[src/rtl/jtag_tap_controller_if.sv]
// TAP pin bundle between a JTAG host and the TAP controller.
// Clock (TCK) and reset (TRST_n) are plain ports on the controller.
interface jtag_tap_controller_if #(
  parameter int unsigned IR_LENGTH = 4
);
  logic                 TMS;
  logic                 TDI;
  logic                 tdr_tdo;
  logic                 TDO;
  logic                 tdr_select;
  logic                 Capture_DR;
  logic                 Shift_DR;
  logic                 Update_DR;
  logic [IR_LENGTH-1:0] IR_OUT;
  logic [3:0]           tap_state;

  // Host side: drives the serial pins, observes everything else.
  modport master (
    output TMS, TDI, tdr_tdo,
    input  TDO, tdr_select, Capture_DR, Shift_DR, Update_DR, IR_OUT, tap_state
  );

  // TAP side.
  modport slave (
    input  TMS, TDI, tdr_tdo,
    output TDO, tdr_select, Capture_DR, Shift_DR, Update_DR, IR_OUT, tap_state
  );
endinterface

[src/rtl/jtag_tap_controller.sv]
// IEEE 1149.1-style TAP controller: 16-state FSM, instruction register,
// built-in BYPASS / IDCODE registers and the final TDO mux.
// Optional macro TAP_IDCODE_EN: when defined the IDCODE register exists and
// reset/TLR load OPC_IDCODE; otherwise reset/TLR load BYPASS (all ones) and
// OPC_IDCODE behaves like any other BYPASS opcode.
module jtag_tap_controller #(
  parameter int unsigned          IR_LENGTH    = 4,
  parameter logic [31:0]          IDCODE_VALUE = 32'h1234_5677,
  parameter logic [IR_LENGTH-1:0] OPC_IDCODE   = IR_LENGTH'(4'b0001),
  parameter logic [IR_LENGTH-1:0] OPC_USER     = IR_LENGTH'(4'b0010)
) (
  input  logic                  TCK,
  input  logic                  TRST_n,
  jtag_tap_controller_if.slave  bus
);

  typedef enum logic [3:0] {
    TLR    = 4'd0,
    RTI    = 4'd1,
    SEL_DR = 4'd2,
    CAP_DR = 4'd3,
    SH_DR  = 4'd4,
    EX1_DR = 4'd5,
    PAU_DR = 4'd6,
    EX2_DR = 4'd7,
    UPD_DR = 4'd8,
    SEL_IR = 4'd9,
    CAP_IR = 4'd10,
    SH_IR  = 4'd11,
    EX1_IR = 4'd12,
    PAU_IR = 4'd13,
    EX2_IR = 4'd14,
    UPD_IR = 4'd15
  } tap_state_t;

`ifdef TAP_IDCODE_EN
  localparam logic [IR_LENGTH-1:0] IR_RESET = OPC_IDCODE;
`else
  localparam logic [IR_LENGTH-1:0] IR_RESET = '1;
`endif

  tap_state_t           state;
  tap_state_t           state_nxt;
  logic                 capture_dr;
  logic                 shift_dr;
  logic                 update_dr;
  logic [IR_LENGTH-1:0] ir;
  logic [IR_LENGTH-1:0] ir_shift;
  logic                 tdr_select;
  logic                 bypass;
  logic                 idcode_bit;
  logic                 is_user;
  logic                 is_idcode;
  logic                 is_bypass;
  logic                 tdo_c;

  // TAP state transition table, TMS sampled on rising TCK.
  function automatic tap_state_t next_state(input tap_state_t s, input logic tms);
    tap_state_t n;
    n = TLR;
    case (s)
      TLR:    n = tms ? TLR    : RTI;
      RTI:    n = tms ? SEL_DR : RTI;
      SEL_DR: n = tms ? SEL_IR : CAP_DR;
      CAP_DR: n = tms ? EX1_DR : SH_DR;
      SH_DR:  n = tms ? EX1_DR : SH_DR;
      EX1_DR: n = tms ? UPD_DR : PAU_DR;
      PAU_DR: n = tms ? EX2_DR : PAU_DR;
      EX2_DR: n = tms ? UPD_DR : SH_DR;
      UPD_DR: n = tms ? SEL_DR : RTI;
      SEL_IR: n = tms ? TLR    : CAP_IR;
      CAP_IR: n = tms ? EX1_IR : SH_IR;
      SH_IR:  n = tms ? EX1_IR : SH_IR;
      EX1_IR: n = tms ? UPD_IR : PAU_IR;
      PAU_IR: n = tms ? EX2_IR : PAU_IR;
      EX2_IR: n = tms ? UPD_IR : SH_IR;
      UPD_IR: n = tms ? SEL_DR : RTI;
      default: n = TLR;
    endcase
    return n;
  endfunction

  assign state_nxt = next_state(state, bus.TMS);

  // State register with strobes registered from the next state, so each
  // strobe is high exactly while the FSM sits in its state.
  always_ff @(posedge TCK) begin
    if (!TRST_n) begin
      state      <= TLR;
      capture_dr <= 1'b0;
      shift_dr   <= 1'b0;
      update_dr  <= 1'b0;
    end else begin
      state      <= state_nxt;
      capture_dr <= (state_nxt == CAP_DR);
      shift_dr   <= (state_nxt == SH_DR);
      update_dr  <= (state_nxt == UPD_DR);
    end
  end

  // Instruction shift/update; IR only changes at UPD_IR or TLR, so an
  // aborted scan never exposes a partial opcode.
  always_ff @(posedge TCK) begin
    if (!TRST_n) begin
      ir_shift   <= '0;
      ir         <= IR_RESET;
      tdr_select <= (IR_RESET == OPC_USER);
    end else begin
      case (state)
        CAP_IR:  ir_shift <= IR_LENGTH'(2'b01);
        SH_IR:   ir_shift <= {ir_shift[IR_LENGTH-2:0], bus.TDI};
        default: ir_shift <= ir_shift;
      endcase
      if (state == TLR) begin
        ir         <= IR_RESET;
        tdr_select <= (IR_RESET == OPC_USER);
      end else if (state == UPD_IR) begin
        ir         <= ir_shift;
        tdr_select <= (ir_shift == OPC_USER);
      end
    end
  end

  assign is_user = (ir == OPC_USER);
`ifdef TAP_IDCODE_EN
  assign is_idcode = (ir == OPC_IDCODE);
`else
  assign is_idcode = 1'b0;
`endif
  assign is_bypass = !is_user && !is_idcode;

  // BYPASS bit: captures 0, shifts TDI, holds when not selected.
  always_ff @(posedge TCK) begin
    if (!TRST_n) begin
      bypass <= 1'b0;
    end else if (is_bypass) begin
      if (state == CAP_DR) begin
        bypass <= 1'b0;
      end else if (state == SH_DR) begin
        bypass <= bus.TDI;
      end
    end
  end

`ifdef TAP_IDCODE_EN
  logic [31:0] idcode_shift;

  // IDCODE register: captures the device ID, shifts left with TDI into bit 0.
  always_ff @(posedge TCK) begin
    if (!TRST_n) begin
      idcode_shift <= '0;
    end else if (is_idcode) begin
      if (state == CAP_DR) begin
        idcode_shift <= IDCODE_VALUE;
      end else if (state == SH_DR) begin
        idcode_shift <= {idcode_shift[30:0], bus.TDI};
      end
    end
  end

  assign idcode_bit = idcode_shift[31];
`else
  // Without the IDCODE register the ID parameters are intentionally unused.
  logic unused_idcode_cfg;
  assign unused_idcode_cfg = ^{IDCODE_VALUE, OPC_IDCODE};
  assign idcode_bit        = 1'b0;
`endif

  // Final TDO mux; zero outside the two shift states.
  always_comb begin
    tdo_c = 1'b0;
    if (state == SH_IR) begin
      tdo_c = ir_shift[IR_LENGTH-1];
    end else if (state == SH_DR) begin
      if (is_user) begin
        tdo_c = bus.tdr_tdo;
      end else if (is_idcode) begin
        tdo_c = idcode_bit;
      end else begin
        tdo_c = bypass;
      end
    end
  end

  assign bus.TDO        = tdo_c;
  assign bus.tdr_select = tdr_select;
  assign bus.Capture_DR = capture_dr;
  assign bus.Shift_DR   = shift_dr;
  assign bus.Update_DR  = update_dr;
  assign bus.IR_OUT     = ir;
  assign bus.tap_state  = state;

endmodule

[src/flat_wrapper.sv]
// flat-port wrapper written by rule: the top's interface ports become plain ports
module jtag_tap_controller_flat 
#(
  parameter int unsigned          IR_LENGTH    = 4,
  parameter logic [31:0]          IDCODE_VALUE = 32'h1234_5677,
  parameter logic [IR_LENGTH-1:0] OPC_IDCODE   = IR_LENGTH'(4'b0001),
  parameter logic [IR_LENGTH-1:0] OPC_USER     = IR_LENGTH'(4'b0010)
)
  (TCK, TRST_n, bus_TMS, bus_TDI, bus_tdr_tdo, bus_TDO, bus_tdr_select, bus_Capture_DR, bus_Shift_DR, bus_Update_DR, bus_IR_OUT, bus_tap_state);
  jtag_tap_controller_if #(.IR_LENGTH(IR_LENGTH)) bus_i ();
  input  logic TCK;
  input  logic TRST_n;
  input wire logic [$bits(bus_i.TMS)-1:0] bus_TMS;
  input wire logic [$bits(bus_i.TDI)-1:0] bus_TDI;
  input wire logic [$bits(bus_i.tdr_tdo)-1:0] bus_tdr_tdo;
  output wire logic [$bits(bus_i.TDO)-1:0] bus_TDO;
  output wire logic [$bits(bus_i.tdr_select)-1:0] bus_tdr_select;
  output wire logic [$bits(bus_i.Capture_DR)-1:0] bus_Capture_DR;
  output wire logic [$bits(bus_i.Shift_DR)-1:0] bus_Shift_DR;
  output wire logic [$bits(bus_i.Update_DR)-1:0] bus_Update_DR;
  output wire logic [$bits(bus_i.IR_OUT)-1:0] bus_IR_OUT;
  output wire logic [$bits(bus_i.tap_state)-1:0] bus_tap_state;
  assign bus_i.TMS = bus_TMS;
  assign bus_i.TDI = bus_TDI;
  assign bus_i.tdr_tdo = bus_tdr_tdo;
  assign bus_TDO = bus_i.TDO;
  assign bus_tdr_select = bus_i.tdr_select;
  assign bus_Capture_DR = bus_i.Capture_DR;
  assign bus_Shift_DR = bus_i.Shift_DR;
  assign bus_Update_DR = bus_i.Update_DR;
  assign bus_IR_OUT = bus_i.IR_OUT;
  assign bus_tap_state = bus_i.tap_state;
  jtag_tap_controller #(.IR_LENGTH(IR_LENGTH), .IDCODE_VALUE(IDCODE_VALUE), .OPC_IDCODE(OPC_IDCODE), .OPC_USER(OPC_USER)) u_core (.TCK(TCK), .TRST_n(TRST_n), .bus(bus_i));
endmodule
[config.mk]
export PLATFORM = sky130hd
export DESIGN_NAME = jtag_tap_controller_flat
export DESIGN_NICKNAME = d
export VERILOG_FILES = /design/src/rtl/jtag_tap_controller_if.sv /design/src/rtl/jtag_tap_controller.sv /design/src/flat_wrapper.sv
export SDC_FILE = /design/constraint.sdc
export NUM_CORES = 1
export LEC_CHECK = 0
export CAP_MARGIN = 20
export CORE_UTILIZATION = 30
export CTS_BUF_LIST = sky130_fd_sc_hd__clkbuf_2
export DETAILED_ROUTE_END_ITERATION = 8
export PLACE_DENSITY_LB_ADDON = 0.25
export SETUP_SLACK_MARGIN = 0.4
export SYNTH_ARGS = -nofsm -noshare
export SYNTH_HDL_FRONTEND = slang
export SYNTH_SLANG_ARGS = --single-unit
export TNS_END_PERCENT = 100
[constraint.sdc]
create_clock -name TCK -period 2.8 [get_ports TCK]
set_clock_uncertainty 0.05 [all_clocks]
set_input_delay 0.42 -clock TCK [delete_from_list [all_inputs] [get_ports TCK]]
set_output_delay 0.42 -clock TCK [all_outputs]
set_load 0.01 [all_outputs]
### After elaboration in Yosys (flattened, before gate mapping)

Cells that the tools add are included.
Widths: inputs -> output; s select.

| storage, ports and cells | value |
|---|---|
| register bits | 17 |
| word-level logic and storage cells | 57 |
| input bits | 5 |
| output and inout bits | 13 |

| cells by class | value |
|---|---|
| muxes and demuxes | 19 |
| bitwise gates (word level) | 2 |
| reduce and logical (&&, ||, !) cells | 8 |
| equal/unequal tests | 20 |

Operators with widths:

| operator | number |
|---|---|
| $pmux 4 s12 | 1 |
| $eq 4x4->1 const B | 9 |
| $eq 4x2->1 const B | 5 |
| $eq 4x3->1 const B | 5 |
| $mux 4 | 4 |
| $mux 1 | 8 |
| $pmux 4 s2 | 1 |
| $mux 2 | 3 |
| $mux 3 | 2 |
| $reduce_or 2->1 | 3 |
| $eq 4x1->1 const B | 1 |
| $logic_not 4->1 | 1 |
| $reduce_bool 2->1 | 2 |
| $reduce_or 3->1 | 1 |
| $not 1->1 | 2 |
| $reduce_and 2->1 | 1 |

### Logic depth before layout (Yosys ltp)

Gate-level depths: netlist of the first run.

| depth | value |
|---|---|
| word-level depth | 4 |
| gate-level depth with buffers | 5 |

### Worst setup path after synthesis of the first run

Ideal clock, no wire load.

| timing path | value |
|---|---|
| kind | reg-to-output |
| start point | register u_core.state[0], in the netlist u_core.bus.tap_state[0] |
| end point | output bus_TDO |
| cell stages (with the launch flop) | 4 |
| arrival | 1247 ps |
| setup slack | 1083 ps |
| cell sequence | dfxtp_1 buf_2 clkbuf_1 o41ai_1 |

| on the way | value |
|---|---|
| longest elaborated chain between the ends | 3 |
| elaborated cells on any way between the ends | 4 |
| those cells by class | 2 x eq/ne; 2 x mux |

Ends and longest elaborated chain:

| item | line | RTL |
|---|---|---|
| start: declaration | jtag_tap_controller.sv:42 | `tap_state_t state;` |
| start signal: assignment | jtag_tap_controller.sv:94 | `state <= state_nxt;` |
| $eq 4x3->1 | jtag_tap_controller.sv:174 | `end else if (state == SH_DR) begin` |
| $mux 1 | jtag_tap_controller.sv:174 |  |
| $mux 1 * | jtag_tap_controller.sv:172 | `if (state == SH_IR) begin` |
| end: declaration | flat_wrapper.sv:16 | `output wire logic [$bits(bus_i.TDO)-1:0] bus_TDO;` |

Mark *: on every way between the ends. The rest lies on a longest branch, timed or not.

### Worst setup path in the final report of the first run

| timing path | value |
|---|---|
| start point | register u_core.ir[3], in the netlist u_core.bus.IR_OUT[3] |
| end point | output bus_TDO |

| on the way | value |
|---|---|
| longest elaborated chain between the ends | 4 |

Ends and longest elaborated chain:

| item | line | RTL |
|---|---|---|
| start: declaration | jtag_tap_controller.sv:47 | `logic [IR_LENGTH-1:0] ir;` |
| start signal: assignment | jtag_tap_controller.sv:118 | `ir <= ir_shift;` |
| $eq 4x2->1 | jtag_tap_controller.sv:124 | `assign is_user = (ir == OPC_USER);` |
| $mux 1 | jtag_tap_controller.sv:175 | `if (is_user) begin` |
| $mux 1 | jtag_tap_controller.sv:174 |  |
| $mux 1 | jtag_tap_controller.sv:172 |  |

No other way between the ends.

==> run metrics, run 1 <==
number of global-route vias before repair=between 600 and 700; count of flip-flops with a built-in enable after synthesis=0; post-synthesis net count=106; Relative slew margins=67.35%; number of max-slew violations in the final report=0; Area growth, synth to finish=25.46%; Post-synth ARST share=0%; DR vias=between 700 and 800; Top-Level Pins=18; average detailed-routed wire length per instance=between 10 and 15 um; gpl congestion=~0.76; f_max=0.4599 GHz; min Tclk post-route=2174 ps; Via-to-Cell Ratio=5.315; sequential fraction of design power=57.3%; Cell variety after synth=37; arrival time of data at the critical path endpoint=approximately 1700 ps; CTS tree=yes; Netlist Area Pre-Place=879.6 um2; synth top area cells=sky130_fd_sc_hd__dfxtp_1 (39%), sky130_fd_sc_hd__mux2i_1 (8.0%), sky130_fd_sc_hd__a21oi_1 (5.1%); root buffer selected by CTS=sky130_fd_sc_hd__clkbuf_2; DIE HEIGHT=around 56 um; power dissipated by switching net loads=between 0.1 and 0.15 mW; number of H-tree levels=1; count of input and output buffers=17; total overflow reported by the global router=0; hold buffer count at cts=0; final worst-path setup slack=625.8 ps; antenna violations before repair=0; Die Footprint=3152 um2; Skew-Pair Late Insertion Delay=290 ps; static leakage=0.4234 nW; filler instances=280; relative contribution of the clock network to total power=approximately 26%; most used flip-flop cell after synthesis=sky130_fd_sc_hd__dfxtp_1; buffer depth of the longest clock path=2; pre-CTS WS=around 440 ps; antenna-violating nets left=0; total wire length after detailed routing=1953 um; pin count of the biggest net entering global routing=17; clock buffers created by TritonCTS=3; Critical Path Fanout Max=3; first-pass iteration count of the detailed router=4; switching part of the total=28.02%; worst hold-check path type=flip-flop to flip-flop; Final Hold Vio Count=0; all-layer global routing usage=13.51%; wire length of the first global-routing pass=3277 um; share of synthesized area occupied by flip-flops and latches=38.69%; data required time at the worst endpoint=2330 ps; Maximum Capacitance Violations=0; initial core utilization=between 30% and 40%; total setup buffers inserted after CTS=0; final cycle utilization of the critical path=between 70 and 80%; diodes inserted=0; detailed placement HPWL=1403 um; clock transition time at the flip-flop clock pins of the worst setup and hold paths=170 ps; relative contribution of combinational cells to total power=between 15 and 20%; FP Rows=19; die outline width=approximately 56 um; core area=roughly 2800 um2; class of the most critical setup path=flip-flop to primary output; Residual DRC=0; clock sink total=17; Final setup viols=0; area share of the leading cell type in the synthesized netlist=38.69%; synthesized area per cell=8.709 um2; Power Internal=0.3199 mW; post-synthesis register bit count=17; unrepaired setup endpoints after global routing=no; synthesized instance count=~100; Startpoint Class=flip-flop; drt initial violations=18; run status=finished clean; TNS Setup=0 ps; fraction of layout instances using a drive strength above 1=11.02%; worst-margin pin slew=between 400 and 500 ps; maximum vdd ir drop=0.0001809 V; kind of capture point of the worst setup path=primary output; Yosys warnings=0; Net count, final=about 120; pwr/cell area=about 400 nW/um2; post-CTS resize count=2; leading area contributor after synthesis=sky130_fd_sc_hd__dfxtp_1
==> stage by stage <==
stage / hold slack (ps) / area (um2) / utilization (%) / cells / power [mW]
floorplan: 384.1 / 879.6 / - / 101 / 0.3061
global placement: 407.9 / 1077 / 39.07 / 145 / 0.3331
detailed placement: 406.6 / 1077 / 39.07 / 145 / 0.3338
CTS: 428.9 / 1104 / 40.02 / 149 / 0.4494
global route: 437.3 / 1104 / 40.02 / 149 / 0.4705
finish: 424.8 / 1104 / 40.02 / 149 / 0.4444
==> power by group through the flow <==
stage	combinational (mW)	clock [mW]	sequential (mW)
2_1_floorplan	0.0484	0	0.258
3_3_place_gp	0.0736	0	0.259
3_5_place_dp	0.0742	0	0.260
4_1_cts	0.0750	0.120	0.255
5_1_grt	0.0828	0.131	0.256
6_report	0.0749	0.115	0.255
==> layout by cell type, fill, tap and decap left out, types with 2 or more instances in the layout <==
cell,n
sky130_fd_sc_hd__buf_4,4
sky130_fd_sc_hd__dfxtp_1,17
sky130_fd_sc_hd__a21oi_1,9
sky130_fd_sc_hd__a31oi_1,2
sky130_fd_sc_hd__nand3_1,6
sky130_fd_sc_hd__inv_1,3
sky130_fd_sc_hd__nor2_1,4
sky130_fd_sc_hd__mux2i_1,7
sky130_fd_sc_hd__nand3b_1,2
sky130_fd_sc_hd__clkbuf_2,4
sky130_fd_sc_hd__clkdlybuf4s50_1,16
sky130_fd_sc_hd__nand2_1,12
sky130_fd_sc_hd__nand2b_1,5
sky130_fd_sc_hd__o221ai_1,2
sky130_fd_sc_hd__a211oi_1,2
==> synthesized netlist by cell type, drive strengths merged (2+ instances only) <==
library cell,n
a211oi,3
mux2i,7
a31oi,2
dfxtp,17
nand2,12
nor4b,2
nand3b,2
o221ai,2
a21oi,9
nor2,4
nand3,6
inv,3
nand2b,5
or3b,2
buf,7
==> worst paths after layout <==
kind,start,end,slack [ps],cells past startpoint
min,u_core.bypass,u_core.bypass,420,2
min reg2reg,u_core.bypass,u_core.bypass,420,2
max reg2reg,u_core.bus.tap_state[0],u_core.bus.tdr_select,1210,4
max,u_core.bus.IR_OUT[3],bus_TDO,630,4
==> critical path: stages, from the launching register on <==
cell and delay [ps]:
sky130_fd_sc_hd__dfxtp_1 370, sky130_fd_sc_hd__nor4b_4 340, sky130_fd_sc_hd__mux2i_1 150, sky130_fd_sc_hd__o41ai_2 240
sky130_fd_sc_hd__dlygate4sd2_1 310
==> metal layers <==
metal  vias up  GRT usage, %  share of wire (%)
met1       378         18.36                 51
li1        401             -                  -
met5         -             0                  0
met4         0         5.226               0.72
met3         2         3.488                1.7
met2        11         20.41                 47
==> layout make-up <==
type                    count  area [um2]  share of cell area [%]
multi-input cells          73       494.2                   44.78
flip-flops and latches     17       340.3                   30.84
repair buffers             21       198.9                   18.03
well taps                  31       38.79                   3.515
clock buffers               4       20.02                   1.814
inverters                   3       11.26                   1.020
==> registers in the layout, summed over array words and instances, names as in the netlist <==
signal,flops
u_core.bypass,1
u_core.bus.Capture_DR,1
u_core.ir_shift,4
u_core.bus.tap_state,4
u_core.bus.tdr_select,1
u_core.bus.IR_OUT,4
u_core.bus.Update_DR,1
u_core.bus.Shift_DR,1
==> logic make-up (layout without fill, tap and decap cells) <==
kind of cell,Yosys count,after routing,synth area share [%]
multiplexers,7,7,7.966
AO/OA/AOI/OAI,23,23,17.92
flip-flops,17,17,38.69
buffers and inverters,11,28,5.974
AND/OR/NAND/NOR,42,42,28.45
XOR/XNOR,1,1,0.9959
Power figures use the tool's default switching activity.
==> inputs of run 2 (changes only) <==
- clock period: 2.8 -> 1.8 ns (I/O delays scaled with it)
==> run metrics, run 2 (synthesis results as in run 1) <==
reg2reg start=u_core.bus.tap_state[1] (was u_core.bus.tap_state[0]); largest incremental delay on the critical path=370 ps (about the same); wire length of the first global-routing pass=3657 um (was 3277 um); worst-margin pin slew=281.2 ps (was 489.8 ps); final worst-path setup slack=-4.427 ps (was 625.8 ps); Net count, final=149 (was 124); relative contribution of combinational cells to total power=22.8% (was 16.9%); number of global-route vias before repair=803 (was 694); unrepaired setup endpoints after global routing=yes (was no); antenna-violating nets left=0 (unchanged); first-pass iteration count of the detailed router=4 (unchanged); Relative slew margins=81.02% (was 67.35%); Power Internal=0.5234 mW (was 0.3199 mW); filler instances=275 (was 280); worst r2r path cells=4 (unchanged); Slowest cell on crit path=sky130_fd_sc_hd__dfxtp_2 (was sky130_fd_sc_hd__dfxtp_1); Startpoint Class=flip-flop (unchanged); launch point of the worst path=u_core.bus.IR_OUT[0] (was u_core.bus.IR_OUT[3]); worst hold-check path type=flip-flop to flip-flop (unchanged); core area=2758 um2 (unchanged); total wire length after detailed routing=2233 um (was 1953 um); f_max=0.5542 GHz; hold path startpoint=u_core.bypass (unchanged); power dissipated by switching net loads=0.2105 mW (was 0.1245 mW); crit path buf inv count=1 (unchanged); class of the most critical setup path=flip-flop to primary output (unchanged); number of max-slew violations in the final report=0 (unchanged); fraction of layout instances using a drive strength above 1=39.86% (was 11.02%); gpl congestion=0.7651 (was 0.7624); TNS Setup=-4.427 ps (was 0 ps); violations in the final reports=negative setup slack; most frequent cells in the layout=sky130_fd_sc_hd__buf_4 (24), sky130_fd_sc_hd__nand2_1 (12), sky130_fd_sc_hd__dfxtp_1 (9) (was sky130_fd_sc_hd__dfxtp_1 (17), sky130_fd_sc_hd__clkdlybuf4s50_1 (16), sky130_fd_sc_hd__nand2_1 (12)); area post-placement=1179 um2 (was 1077 um2); CTS tree=yes (unchanged); most common library cell in the layout ignoring fill and taps=sky130_fd_sc_hd__buf_4 (was sky130_fd_sc_hd__dfxtp_1); buffer depth of the longest clock path=2 (unchanged); sequential fraction of design power=53.5% (was 57.3%); Final Instance Area=1333 um2 (was 1104 um2); Hold Path Depth=2 (unchanged); min Tclk post-route=1804 ps; arrival time of data at the critical path endpoint=1480 ps (was 1700 ps); worst reg2reg endpoint=u_core.bypass (was u_core.bus.tdr_select); flop-to-flop setup slack=330 ps (was 1210 ps); detailed placement HPWL=1519 um (was 1403 um); maximum vdd ir drop=0.0003009 V (was 0.0001809 V); Residual DRC=0 (unchanged); Skew-Pair Late Insertion Delay=290 ps (about the same); Hold Path Sink=u_core.bypass (unchanged); data required time at the worst endpoint=1480 ps (was 2330 ps); drt initial violations=15 (was 18); Maximum Capacitance Violations=0 (unchanged); dominant delay contributor by cell family on the critical path=flip-flops (unchanged); die outline width=56.15 um (unchanged); Via-to-Cell Ratio=4.977 (was 5.315); static leakage=0.5769 nW (was 0.4234 nW); run status=complete, but fails checks (was finished clean); all-layer global routing usage=14.58% (was 13.51%); count of input and output buffers=17 (unchanged); pin count of the biggest net entering global routing=12 (was 17); kind of capture point of the worst setup path=primary output (unchanged); DIE HEIGHT=56.15 um (unchanged); clock transition time at the flip-flop clock pins of the worst setup and hold paths=170 ps (about the same); relative contribution of the clock network to total power=23.7% (was 25.8%); Final setup viols=1 (was 0); Critical Path Fanout Max=2 (was 3); FP Rows=19 (unchanged); pwr/cell area=550.8 nW/um2 (was 402.7 nW/um2); Final Hold Vio Count=0 (unchanged); crit-path cells=nor4b_4, mux2i_1, o41ai_2, buf_2 (was nor4b_4, mux2i_1, o41ai_2, dlygate4sd2_1); root buffer selected by CTS=sky130_fd_sc_hd__clkbuf_2 (unchanged); number of H-tree levels=1 (unchanged); switching part of the total=28.69% (was 28.02%); final cycle utilization of the critical path=100.2%; antenna violations before repair=0 (unchanged); DR vias=866 (was 792); average detailed-routed wire length per instance=12.83 um (was 13.11 um); hold buffer count at cts=0 (unchanged); diodes inserted=0 (unchanged); clock buffers created by TritonCTS=3 (unchanged); total overflow reported by the global router=0 (unchanged); Die Footprint=3152 um2 (unchanged); Area growth, synth to finish=51.49% (was 25.46%); clock sink total=17 (unchanged); initial core utilization=31.90% (unchanged); Top-Level Pins=18 (unchanged)
run 2: cell types whose count changed in the layout (fill, tap and decap cells not counted), sizes merged:
cell / delta
dlygate4sd2: +3
clkbuf: +2
buf: +27
clkdlybuf4s50: -12
clkinv: +1
clkdlybuf4s15: +4
run 2: worst max-delay path by stage:
stage / cells after the start / end
3_3_place_gp: 4 / bus_TDO
6_report: 4 / bus_TDO
4_1_cts: 4 / bus_TDO
3_5_place_dp: 4 / bus_TDO
2_1_floorplan: 3 / bus_TDO
5_1_grt: 4 / bus_TDO
run 2: final cells by class:
cell class | count | area (um2) | share of cell area, %
clock buffers | 3 | 15.01 | 1.127
clock inverters | 1 | 5.005 | 0.3756
inverters | 3 | 11.26 | 0.8451
multi-input cells | 73 | 509.2 | 38.22
flip-flops and latches | 17 | 357.8 | 26.85
well taps | 31 | 38.79 | 2.911
repair buffers | 46 | 395.4 | 29.67
run 2: routing by layer:
metal	part of all wire (%)	wire (um)	global-route usage, %	up-vias
li1	-	-	-	448
met1	47	1044	19.23	409
met2	51	1135	24.15	7
met3	1.3	28	1.395	2
met4	1.1	24	6.272	0
met5	0	0	0	-
run 2: power groups by stage:
| stage | Sequential, mW | Clock, mW | Combinational (mW) |
|---|---|---|---|
| 3_5_place_dp | 0.400 | 0 | 0.133 |
| 6_report | 0.393 | 0.174 | 0.167 |
| 5_1_grt | 0.395 | 0.202 | 0.180 |
| 2_1_floorplan | 0.401 | 0 | 0.0767 |
| 3_3_place_gp | 0.400 | 0 | 0.132 |
| 4_1_cts | 0.393 | 0.180 | 0.150 |
run 2: worst register-to-register path, cell delays in order, from the launching register on:
cell	delay, ps
sky130_fd_sc_hd__dfxtp_4	390
sky130_fd_sc_hd__buf_6	120
sky130_fd_sc_hd__or3b_4	410
sky130_fd_sc_hd__a211oi_4	250
sky130_fd_sc_hd__mux2i_1	200
run 2: timing repair:
action / 4_1_cts / 5_1_grt
gates resized for setup: 39 / 13
setup endpoints to repair: 20 / 14
setup buffers: 5 / 8
pin swaps: 1 / 3
gates cloned: 0 / 0
run 2: stage by stage:
step                hold slack, ps  std cells  utilization (%)  setup WS, ps  total power [mW]
CTS                          427.9        166            45.33        -30.41            0.7231
floorplan                    347.9        101                -         401.1            0.4776
global route                 464.2        174            48.32        -175.6            0.7766
detailed placement           406.8        157            42.74        -138.2            0.5334
finish                       422.3        174            48.32        -4.427            0.7339
global placement             402.7        157            42.74        -170.6            0.5319
==> inputs of run 3 (changes only) <==
- ABC_CLOCK_PERIOD_IN_PS: unset -> 1480
- CORE_UTILIZATION: 30 -> 45
- clock period: 1.8 -> 1.48 ns (I/O delays scaled with it)
==> run metrics, run 3 <==
run status=stopped before the end (was complete, but fails checks); Cell variety after synth=37 (unchanged); first error in the log=[ERROR DPL-0033] detailed placement checks failed during check placement.; pin count of the biggest net entering global routing=14; stage where the run ended=global routing (5_1_grt); FP Rows=15 (was 19); Yosys warnings=0 (unchanged); synthesized area per cell=8.709 um2 (unchanged); count of flip-flops with a built-in enable after synthesis=0 (unchanged); root buffer selected by CTS=sky130_fd_sc_hd__clkbuf_2 (unchanged); number of cells after detailed placement=155 (was 157); DIE HEIGHT=46.21 um (was 56.15 um); post-synthesis net count=106 (unchanged); antenna violations before repair=0; Top-Level Pins=18 (unchanged); area share of the leading cell type in the synthesized netlist=38.69% (unchanged); Post-synth ARST share=0% (unchanged); die outline width=46.21 um (was 56.15 um); initial core utilization=49.33% (was 31.90%); detailed placement HPWL=1598 um (was 1519 um); synthesized instance count=101 (unchanged); Commonest cells post-synth=sky130_fd_sc_hd__dfxtp_1 (17), sky130_fd_sc_hd__nand2_1 (12), sky130_fd_sc_hd__a21oi_1 (9) (unchanged); buffer depth of the longest clock path=2 (unchanged); clock buffers created by TritonCTS=3 (unchanged); count of input and output buffers=17 (unchanged); share of synthesized area occupied by flip-flops and latches=38.69% (unchanged); gpl congestion=0.8041 (was 0.7651); leading area contributor after synthesis=sky130_fd_sc_hd__dfxtp_1 (unchanged); clock sink total=17 (unchanged); post-synthesis register bit count=17 (unchanged); most used flip-flop cell after synthesis=sky130_fd_sc_hd__dfxtp_1 (unchanged); worst-slack endpoint at the end of global-route timing repair=bus_TDO; number of H-tree levels=1 (unchanged); most instantiated library cell after synthesis=sky130_fd_sc_hd__dfxtp_1 (unchanged); synth top area cells=sky130_fd_sc_hd__dfxtp_1 (39%), sky130_fd_sc_hd__mux2i_1 (8.0%), sky130_fd_sc_hd__a21oi_1 (5.1%) (unchanged); Netlist Area Pre-Place=879.6 um2 (unchanged); worst endpoint type=top-level output
[run 3: metrics by stage]
stage	setup WS (ps)	setup TNS (ps)	util, %	hold WS (ps)	instance area (um2)
after global placement	-371.3	-417.5	69.19	401.9	1234
after floorplan	133.1	0	-	292.5	958.4
after CTS	-325.9	-358.5	86.67	459.0	1545
after detailed placement	-379.0	-474.5	69.19	443.8	1234
[run 3: what timing repair did]
action	4_1_cts
resized for setup	97
hold endpoints to repair	0
setup endpoints to repair	29
cloned	1
hold buffers	0
buffers inserted	18
pin swaps	20
[run 3: cells by family after synthesis]
group | Yosys count | synth area share (%)
DFF | 17 | 38.69
and+or+nand+nor | 42 | 28.45
buffers and inverters | 11 | 5.974
AOI/OAI and AO/OA | 23 | 17.92
xor gates and xnor gates | 1 | 0.9959
muxes | 7 | 7.966
==> inputs of run 4 (changes only) <==
- ABC_CLOCK_PERIOD_IN_PS: 1480 -> 1900
- CORE_AREA: unset -> 2 2 63 65
- CORE_UTILIZATION: 45 -> unset
- CTS_BUF_LIST: sky130_fd_sc_hd__clkbuf_2 -> unset
- DIE_AREA: unset -> 0 0 65 67
- PLACE_DENSITY_LB_ADDON: 0.25 -> 0.15
- SETUP_SLACK_MARGIN: 0.4 -> unset
- clock period: 1.48 -> 1.9 ns (I/O delays scaled with it)
==> run metrics, run 4 (synthesis results as in run 1) <==
run status=finished clean (was stopped before the end); number of global-route vias before repair=792; core area=approximately 3600 um2; detailed placement HPWL=1575 um (was 1598 um); initial core utilization=24.39% (was 49.33%); Relative slew margins=about three quarters; kind of capture point of the worst setup path=primary output; total wire length after detailed routing=approximately 2200 um; worst-margin pin slew=356.5 ps; worst reg2reg endpoint=u_core.bypass; DR vias=812; antenna-violating nets left=0; total setup buffers inserted after CTS=0 (was 18); Hold Path Depth=2; antenna violations before repair=0; die outline width=65 um (was 46.21 um); worst hold-check path type=flip-flop to flip-flop; total overflow reported by the global router=0; Top-Level Pins=18 (unchanged); fin util=33.90%; Final setup viols=0; Via-to-Cell Ratio=about 4.6; number of H-tree levels=1 (unchanged); final cycle utilization of the critical path=96.17%; drt initial violations=29; Startpoint Class=flip-flop; buffer depth of the longest clock path=2 (unchanged); data required time at the worst endpoint=1560 ps; Area growth, synth to finish=38.98%; clock transition time at the flip-flop clock pins of the worst setup and hold paths=60 ps; CTS tree=yes; footprint of the multi-input gates=494.2 um2; root buffer selected by CTS=sky130_fd_sc_hd__clkbuf_8 (was sky130_fd_sc_hd__clkbuf_2); most frequent cells in the layout=sky130_fd_sc_hd__clkdlybuf4s50_1 (16), sky130_fd_sc_hd__dfxtp_1 (16), sky130_fd_sc_hd__buf_4 (14); Residual DRC=0; wire length of the first global-routing pass=3629 um; arrival time of data at the critical path endpoint=approximately 1500 ps; post-layout total power=0.7625 mW; fraction of layout instances using a drive strength above 1=about a fifth; Critical Path Fanout Max=2; min Tclk post-route=1827 ps; Final Hold Vio Count=0; class of the most critical setup path=flip-flop to primary output; reg2reg start=u_core.bus.tap_state[2]; maximum vdd ir drop=~0.00020 V; hold path startpoint=u_core.bypass; Hold Path Sink=u_core.bypass; first-pass iteration count of the detailed router=4; flop-to-flop setup slack=just under 300 ps; pin count of the biggest net entering global routing=18; clock buffers created by TritonCTS=3 (unchanged); worst r2r path cells=4; gpl congestion=0.7192 (was 0.8041); sequential cell area=341.6 um2; filler instances=394; clock sink total=17 (unchanged); Net count, final=134; pwr/cell area=623.8 nW/um2; all-layer global routing usage=10.69%; Skew-Pair Late Insertion Delay=250 ps; diodes inserted=0; unrepaired setup endpoints after global routing=yes; f_max=0.5473 GHz; number of max-slew violations in the final report=0; count of input and output buffers=17 (unchanged); FP Rows=22 (was 15); DIE HEIGHT=67 um (was 46.21 um); static leakage=0.4741 nW; Maximum Capacitance Violations=0; average detailed-routed wire length per instance=12.22 um; Die Footprint=4355 um2
==> run 4: worst max path at each step <==
stage | endpoint | slack, ps | from | cells after the start
after floorplan | bus_TDO | 320 | u_core.bus.tap_state[0] | 3
after global placement | bus_TDO | -200 | bus_tdr_tdo | 4
after detailed placement | bus_TDO | -200 | bus_tdr_tdo | 4
after CTS | bus_TDO | 4 | u_core.bus.IR_OUT[3] | 4
after global routing | bus_TDO | -70 | u_core.bus.IR_OUT[2] | 4
final | bus_TDO | 70 | u_core.bus.IR_OUT[2] | 4
==> run 4: power by group <==
| part | internal [mW] | total, mW | switching [mW] |
|---|---|---|---|
| registers | 0.364 | 0.372 | 0.00841 |
| clock network | 0.149 | 0.267 | 0.119 |
| logic | 0.0591 | 0.123 | 0.0638 |
==> run 4: area by class of cell <==
type                       instances  share of cell area [%]
sequential                        17                   27.94
clock buffer                       4                   3.685
timing repair buffer              31                   22.11
inverter                           3                  0.9212
tap                               48                   4.913
multi-input combinational         73                   40.43
==> run 4: worst max-delay path, cell delays in order (launching register included) <==
cell	delay, ps
sky130_fd_sc_hd__dfxtp_2	330
sky130_fd_sc_hd__nor4b_4	300
sky130_fd_sc_hd__mux2i_1	130
sky130_fd_sc_hd__o41ai_2	300
sky130_fd_sc_hd__buf_2	190
==> run 4: through the flow <==
step	setup WS (ps)	instances	hold slack (ps)	setup TNS (ps)	area, um2
after detailed placement	-197.7	172	404.5	-197.7	1174
after global routing	-72.50	176	441.9	-72.50	1222
after global placement	-197.2	172	404.9	-197.2	1174
after floorplan	318.3	101	362.9	0	879.6
final	72.76	176	415.3	0	1222
after CTS	4.178	176	413.8	0	1227
==> run 4: layer usage <==
layer / global-route usage (%) / part of all wire (%) / vias up
li1: - / - / 419
met2: 17.91 / 46 / 12
met5: 0 / 0 / -
met1: 13.54 / 50 / 377
met3: 1.520 / 1.9 / 4
met4: 4.787 / 1.7 / 0
==> run 4: timing repair <==
action	CTS	global route
hold buffers	0	0
pin swaps	0	2
gates cloned	0	0
resized for setup	4	2
setup endpoints to repair	1	1
hold endpoints to repair	0	0
